==> src/rtl/tx_polyphase_filter_if.sv <==
// Bundles the sample, coefficient-load and output signals of tx_polyphase_filter.
// Ports (master drives the i_* side, slave drives the o_* side):
//   i_enable      advance one phase and produce one output sample
//   i_valid       a new baud bit is present on i_bits
//   i_bits        one bit per channel, 0 -> +1, 1 -> -1
//   i_coeff_we    coefficient write strobe
//   i_coeff_addr  coefficient address, phase*NBAUDS+tap
//   i_coeff_data  coefficient value, signed NB bits
//   o_data        filtered samples, channel c in [c*NB +: NB]
//   o_valid       o_data holds a new sample this cycle
//   o_sat         per-channel saturation flag of the current sample
//   o_phase       phase index of the sample on o_data
//   o_baud_req    the next enabled cycle is phase 0
interface tx_polyphase_filter_if #(
  parameter int NB     = 8,
  parameter int OS     = 4,
  parameter int NBAUDS = 6,
  parameter int NCH    = 2
);
  localparam int AW = $clog2(OS * NBAUDS);
  localparam int PW = $clog2(OS);

  logic              i_enable;
  logic              i_valid;
  logic [NCH-1:0]    i_bits;
  logic              i_coeff_we;
  logic [AW-1:0]     i_coeff_addr;
  logic [NB-1:0]     i_coeff_data;
  logic [NCH*NB-1:0] o_data;
  logic              o_valid;
  logic [NCH-1:0]    o_sat;
  logic [PW-1:0]     o_phase;
  logic              o_baud_req;

  modport master (
    output i_enable, i_valid, i_bits, i_coeff_we, i_coeff_addr, i_coeff_data,
    input  o_data, o_valid, o_sat, o_phase, o_baud_req
  );

  modport slave (
    input  i_enable, i_valid, i_bits, i_coeff_we, i_coeff_addr, i_coeff_data,
    output o_data, o_valid, o_sat, o_phase, o_baud_req
  );
endinterface

==> src/rtl/tx_polyphase_filter.sv <==
// Polyphase pulse-shaping filter for binary baud streams.
// Each channel keeps an NBAUDS-bit history of antipodal symbols; every enabled
// cycle one phase of the shared coefficient set is applied to that history and
// the saturated sum is registered on the output.
// Ports:
//   clock  sole clock, rising edge
//   reset  asynchronous, active-low; clears state and all coefficients
//   bus    tx_polyphase_filter_if slave (inputs i_*, registered outputs o_*)
module tx_polyphase_filter #(
  parameter int NB     = 8,
  parameter int NBF    = 7,
  parameter int OS     = 4,
  parameter int NBAUDS = 6,
  parameter int NCH    = 2
) (
  input logic                  clock,
  input logic                  reset,
  tx_polyphase_filter_if.slave bus
);
  localparam int NCOEF = OS * NBAUDS;
  localparam int AW    = $clog2(NCOEF);
  localparam int PW    = $clog2(OS);
  // Accumulator wide enough for NBAUDS terms including negated -2^(NB-1).
  localparam int SW    = NB + $clog2(NBAUDS) + 1;
  localparam logic signed [SW-1:0] SAT_MAX = SW'((2 ** (NB - 1)) - 1);
  localparam logic signed [SW-1:0] SAT_MIN = ~SAT_MAX;

  // Output fraction equals coefficient fraction, so NBF only constrains legality.
  if (NBF >= NB || OS < 2 || (OS & (OS - 1)) != 0 || NBAUDS < 2) begin : g_param_check
    $error("tx_polyphase_filter: illegal parameter set");
  end

  logic [PW-1:0]        phase_q, phase_d;
  logic [NBAUDS-1:0]    sr_q [NCH];
  logic [NBAUDS-1:0]    sr_d [NCH];
  logic signed [NB-1:0] coeff_q [NCOEF];
  logic signed [NB-1:0] coeff_d [NCOEF];
  logic [NCH*NB-1:0]    data_q, data_d;
  logic [NCH-1:0]       sat_q, sat_d;
  logic                 valid_q, valid_d;
  logic [PW-1:0]        ophase_q, ophase_d;
  logic                 breq_q, breq_d;

  logic                 accept;
  logic [NBAUDS-1:0]    taps [NCH];
  logic signed [SW-1:0] acc [NCH];
  logic signed [SW-1:0] cv;

  always_comb begin
    accept = bus.i_enable && bus.i_valid && (phase_q == '0);

    coeff_d = coeff_q;
    for (int i = 0; i < NCOEF; i++) begin
      if (bus.i_coeff_we && bus.i_coeff_addr == AW'(i)) begin
        coeff_d[i] = bus.i_coeff_data;
      end
    end

    // Taps are post-shift so an accepted bit contributes in its own cycle.
    // Coefficients come from coeff_q, so a write lands one cycle later.
    cv = '0;
    for (int c = 0; c < NCH; c++) begin
      taps[c] = accept ? {sr_q[c][NBAUDS-2:0], bus.i_bits[c]} : sr_q[c];
      acc[c]  = '0;
      for (int p = 0; p < OS; p++) begin
        if (phase_q == PW'(p)) begin
          for (int k = 0; k < NBAUDS; k++) begin
            cv = {{(SW - NB){coeff_q[p*NBAUDS+k][NB-1]}}, coeff_q[p*NBAUDS+k]};
            acc[c] = taps[c][k] ? (acc[c] - cv) : (acc[c] + cv);
          end
        end
      end
    end

    phase_d  = phase_q;
    sr_d     = sr_q;
    data_d   = data_q;
    sat_d    = sat_q;
    valid_d  = 1'b0;
    ophase_d = ophase_q;
    breq_d   = breq_q;

    if (bus.i_enable) begin
      phase_d  = (phase_q == PW'(OS - 1)) ? '0 : phase_q + PW'(1);
      sr_d     = taps;
      valid_d  = 1'b1;
      ophase_d = phase_q;
      breq_d   = (phase_q == PW'(OS - 1));
      for (int c = 0; c < NCH; c++) begin
        if (acc[c] > SAT_MAX) begin
          data_d[c*NB +: NB] = SAT_MAX[NB-1:0];
          sat_d[c]           = 1'b1;
        end else if (acc[c] < SAT_MIN) begin
          data_d[c*NB +: NB] = SAT_MIN[NB-1:0];
          sat_d[c]           = 1'b1;
        end else begin
          data_d[c*NB +: NB] = acc[c][NB-1:0];
          sat_d[c]           = 1'b0;
        end
      end
    end
  end

  always_ff @(posedge clock or negedge reset) begin
    if (!reset) begin
      phase_q  <= '0;
      for (int c = 0; c < NCH; c++) sr_q[c] <= '0;
      for (int i = 0; i < NCOEF; i++) coeff_q[i] <= '0;
      data_q   <= '0;
      sat_q    <= '0;
      valid_q  <= 1'b0;
      ophase_q <= '0;
      breq_q   <= 1'b1;
    end else begin
      phase_q  <= phase_d;
      sr_q     <= sr_d;
      coeff_q  <= coeff_d;
      data_q   <= data_d;
      sat_q    <= sat_d;
      valid_q  <= valid_d;
      ophase_q <= ophase_d;
      breq_q   <= breq_d;
    end
  end

  assign bus.o_data     = data_q;
  assign bus.o_sat      = sat_q;
  assign bus.o_valid    = valid_q;
  assign bus.o_phase    = ophase_q;
  assign bus.o_baud_req = breq_q;
endmodule

==> src/flat_wrapper.sv <==
// flat-port wrapper written by rule: the top's interface ports become plain ports
module tx_polyphase_filter_flat 
#(
  parameter int NB     = 8,
  parameter int NBF    = 7,
  parameter int OS     = 4,
  parameter int NBAUDS = 6,
  parameter int NCH    = 2
)
  (clock, reset, bus_i_enable, bus_i_valid, bus_i_bits, bus_i_coeff_we, bus_i_coeff_addr, bus_i_coeff_data, bus_o_data, bus_o_valid, bus_o_sat, bus_o_phase, bus_o_baud_req);
  tx_polyphase_filter_if #(.NB(NB), .OS(OS), .NBAUDS(NBAUDS), .NCH(NCH)) bus_i ();
  input logic clock;
  input logic reset;
  input wire logic [$bits(bus_i.i_enable)-1:0] bus_i_enable;
  input wire logic [$bits(bus_i.i_valid)-1:0] bus_i_valid;
  input wire logic [$bits(bus_i.i_bits)-1:0] bus_i_bits;
  input wire logic [$bits(bus_i.i_coeff_we)-1:0] bus_i_coeff_we;
  input wire logic [$bits(bus_i.i_coeff_addr)-1:0] bus_i_coeff_addr;
  input wire logic [$bits(bus_i.i_coeff_data)-1:0] bus_i_coeff_data;
  output wire logic [$bits(bus_i.o_data)-1:0] bus_o_data;
  output wire logic [$bits(bus_i.o_valid)-1:0] bus_o_valid;
  output wire logic [$bits(bus_i.o_sat)-1:0] bus_o_sat;
  output wire logic [$bits(bus_i.o_phase)-1:0] bus_o_phase;
  output wire logic [$bits(bus_i.o_baud_req)-1:0] bus_o_baud_req;
  assign bus_i.i_enable = bus_i_enable;
  assign bus_i.i_valid = bus_i_valid;
  assign bus_i.i_bits = bus_i_bits;
  assign bus_i.i_coeff_we = bus_i_coeff_we;
  assign bus_i.i_coeff_addr = bus_i_coeff_addr;
  assign bus_i.i_coeff_data = bus_i_coeff_data;
  assign bus_o_data = bus_i.o_data;
  assign bus_o_valid = bus_i.o_valid;
  assign bus_o_sat = bus_i.o_sat;
  assign bus_o_phase = bus_i.o_phase;
  assign bus_o_baud_req = bus_i.o_baud_req;
  tx_polyphase_filter #(.NB(NB), .NBF(NBF), .OS(OS), .NBAUDS(NBAUDS), .NCH(NCH)) u_core (.clock(clock), .reset(reset), .bus(bus_i));
endmodule
==> config.mk <==
export PLATFORM = sky130hd
export DESIGN_NAME = tx_polyphase_filter_flat
export DESIGN_NICKNAME = d
export VERILOG_FILES = /design/src/rtl/tx_polyphase_filter_if.sv /design/src/rtl/tx_polyphase_filter.sv /design/src/flat_wrapper.sv
export SDC_FILE = /design/constraint.sdc
export NUM_CORES = 2
export LEC_CHECK = 0
export BUFFER_PORTS_ARGS = -buffer_cell sky130_fd_sc_hd__buf_2
export CAP_MARGIN = 30
export CORE_MARGIN = 8
export CORE_UTILIZATION = 40
export CTS_BUF_LIST = sky130_fd_sc_hd__clkbuf_4 sky130_fd_sc_hd__clkbuf_8
export CTS_CLUSTER_SIZE = 12
export DETAILED_ROUTE_END_ITERATION = 12
export PLACE_DENSITY_LB_ADDON = 0.3
export SKIP_LAST_GASP = 1
export SLEW_MARGIN = 20
export SYNTH_ARGS = -nofsm -noshare
export SYNTH_HDL_FRONTEND = slang
export SYNTH_SLANG_ARGS = --single-unit
==> constraint.sdc <==
create_clock -name clock -period 58.5 [get_ports clock]
set_input_delay 8.775 -clock clock [delete_from_list [all_inputs] [get_ports clock]]
set_output_delay 8.775 -clock clock [all_outputs]
set_load 0.01 [all_outputs]
==> results.yml <==
cells_and_area:
  nFillCells: 9305
  post_route_cells_drive_above_1_share_pct: 8.77
  syn_to_final_growth_pct: 7.59
  multi_input_area_mm2: 0.0300
  seq_area_mm2: 0.00571
  fin_nets: 5133
  instances_no_fill: 5854
  fin_util_pct: 43.3
cts:
  clkTransAtPathRegs_ns: 0.06
  cts-root-buf: "clkbuf_8"
  clock-sinks: 228
  cts-resized-gates: 0
  cts_buffers: 47
  cts_buffer_depth: 3
  clock_latency_ns: 0.69
  cts_tree: "built"
  cts-htree-levels: 2
  postCtsSetupRepairBufs: 0
  cts_hold_buf: 0
timing:
  relSlewSlack_pct: 32.5
  hold_viol: 0
  min_period_ns: 31.41
  worstMarginPinSlew_ns: 0.997
  finClkSkew_ns: 0.0475
  setup_tns_ns: 0
  whs_ns: 0.530
  finalSetupViolations: 0
  rsz0062_at_grt: "false"
  drv_slew: 0
  fmax_mhz: 31.8
  fin_crit_sh_pct: 53.7
setup_path:
  cp_max_fo: 35
  worstPathArrival_ns: 31.97
  criticalPathCategory: "input port to register"
  rrSetupSlack_ns: 34.75
  critPathSlowestCell: "a21oi_4"
  slowest_delay_ns: 1.07
  cp-end-kind: "register"
  start_kind: "input port"
  cpMostUsedCell: "ha_1"
  cp.required_ns: 59.06
detailed_routing:
  routedWlPerCell_um: 20.4
  vias: 32100
  drt_pass1_iterations: 6
  drtIter0Drc: 2176
  via_per_inst: 5.48
  drc: 0
  wirelength_um: 119000
  ant_nets: 0
logic_synthesis:
  synth_area_leaders: "ha_1 (17%), dfrtp_1 (15%), xnor2_1 (11%)"
  yosysTopAreaCell: "ha_1"
  synth_edf_count: 0
  ys_types: 87
  synth_nets: 5141
  synth_seq_area_share_pct: 15.3
  synth_area_mm2: 0.0374
  synth_top_area_share_pct: 16.8
  ys.flop_type: "dfrtp_1"
  yosysWarningCount: 0
  avgSynthCellArea_um2: 8.17
  netlist_instances: 4572
  ys_ff_latch: 228
  async_reset_ff_share_pct: 100
placed_design:
  gp_congestion: 0.936
  dpl.hpwl_um: 94200
  dp_cells: 5766
  io_buffers: 41
grt:
  first_global_vias: 30500
  antenna_found_initial: 5
  grt_use_total_pct: 22.3
  grt-ovfl-total: 0
  grt_pass1_wl_um: 181000
  grt_max_degree: 136
outcome:
  run_status: "complete, no violations"
die:
  fp.coreArea_mm2: 0.0929
  dieArea_mm2: 0.103
  ios: 42
  start_util_pct: 40.2
  num_rows: 112
  fp.dieH_um: 322
  dieWidth_um: 322
run:
  drv_cap: 0
min_path:
  hold_class: "register to register"
-- layout by cell type, fill, tap and decap left out, drive strengths merged, types with 102 or more instances in the layout --
cell	n
a21oi	316
ha	503
dfrtp	227
nor2b	102
inv	293
xor2	241
o21ai	250
nor3	110
nand2	301
nor2	441
mux2	178
xnor2	476
mux2i	127
a21o	196
-- layout make-up --
class / instances / area share (%)
Clock buffer: 66 / 2.07
Timing Repair Buffer: 83 / 1.50
Inverter: 293 / 2.74
Sequential cell: 228 / 14.2
Tap cell: 1254 / 3.90
Clock inverter: 15 / 0.813
Antenna cell: 4 / 0.0249
Multi-Input combinational cell: 3911 / 74.8
-- registers in the layout, indices dropped and copies added (netlist names) --
signal / flops
u_core.bus.o_data: 16
u_core.phase_q: 2
u_core.sr_q: 12
u_core.bus.o_baud_req: 1
u_core.bus.o_sat: 2
u_core.bus.o_valid: 1
u_core.coeff_q: 192
u_core.bus.o_phase: 2
-- cell usage after synthesis (21+ instances only) --
master      n
a31oi_1    24
dfrtp_1   227
a21o_1    196
a21boi_0   21
nor2b_1   102
nand3_1    33
a21oi_1   313
mux2_2    177
o21bai_1   26
nand2b_1   95
nor2_1    441
ha_1      503
xor2_1    241
and2_1     24
o21a_1     69
inv_1     285
nor3_1    110
nor4_1     22
xnor2_1   475
or3_1      22
fa_1       46
nand2_1   301
mux2i_1   115
clkbuf_1  123
o21ai_0   247
-- worst max-delay path, delay by kind of cell --
kind / cells / cell delay (ns)
AND/OR/NAND/NOR: 17 / 3.90
AO/OA/AOI/OAI: 34 / 7.58
adder cells (fa/ha/maj): 23 / 7.84
XOR/XNOR: 12 / 2.47
buffers and inverters: 4 / 1.12
multiplexers: 1 / 0.26
-- through the flow --
step           worst slack (ns)  cell area [µm²]
2_1_floorplan             31.29            37400
3_3_place_gp              26.83            38900
3_5_place_dp              26.80            39000
4_1_cts                   27.43            40200
5_1_grt                   25.53            40200
6_report                  27.09            40200
-- logic make-up (layout without fill, tap and decap cells) --
logic type	after synthesis	in the layout	synth area share, %
other	0	4	0
buffers and inverters	433	457	4.43
AOI/OAI and AO/OA	1054	1054	17.9
muxes	305	305	9.06
adders and majority gates	553	553	19.4
DFF	228	228	15.3
and+or+nand+nor	1265	1265	16.1
xor gates and xnor gates	734	734	17.9
-- worst paths after layout --
| check | end | cells after the start | startpoint |
|---|---|---|---|
| setup / recovery | u_core.bus.o_data[1] | 91 | bus_i_enable |
| hold / removal | u_core.bus.o_sat[1] | 2 | u_core.bus.o_sat[1] |
| setup reg to reg | u_core.bus.o_data[1] | 93 | u_core.phase_q[0] |
| hold reg to reg | u_core.bus.o_sat[1] | 2 | u_core.bus.o_sat[1] |
| max in group asynchronous | u_core.coeff_q[62] | 2 | reset |
| min in group asynchronous | u_core.coeff_q[165] | 1 | reset |
-- per-layer routing --
layer,vias up,wire [µm],track usage (%)
met5,-,13,0
met4,2,3800,6.60
met3,146,5600,3.04
met2,724,53400,36.2
met1,15200,56300,30.8
li1,16000,-,-
Power is not shown: default switching activity piles up to over one toggle a cycle in this logic, so the estimate is an artifact.
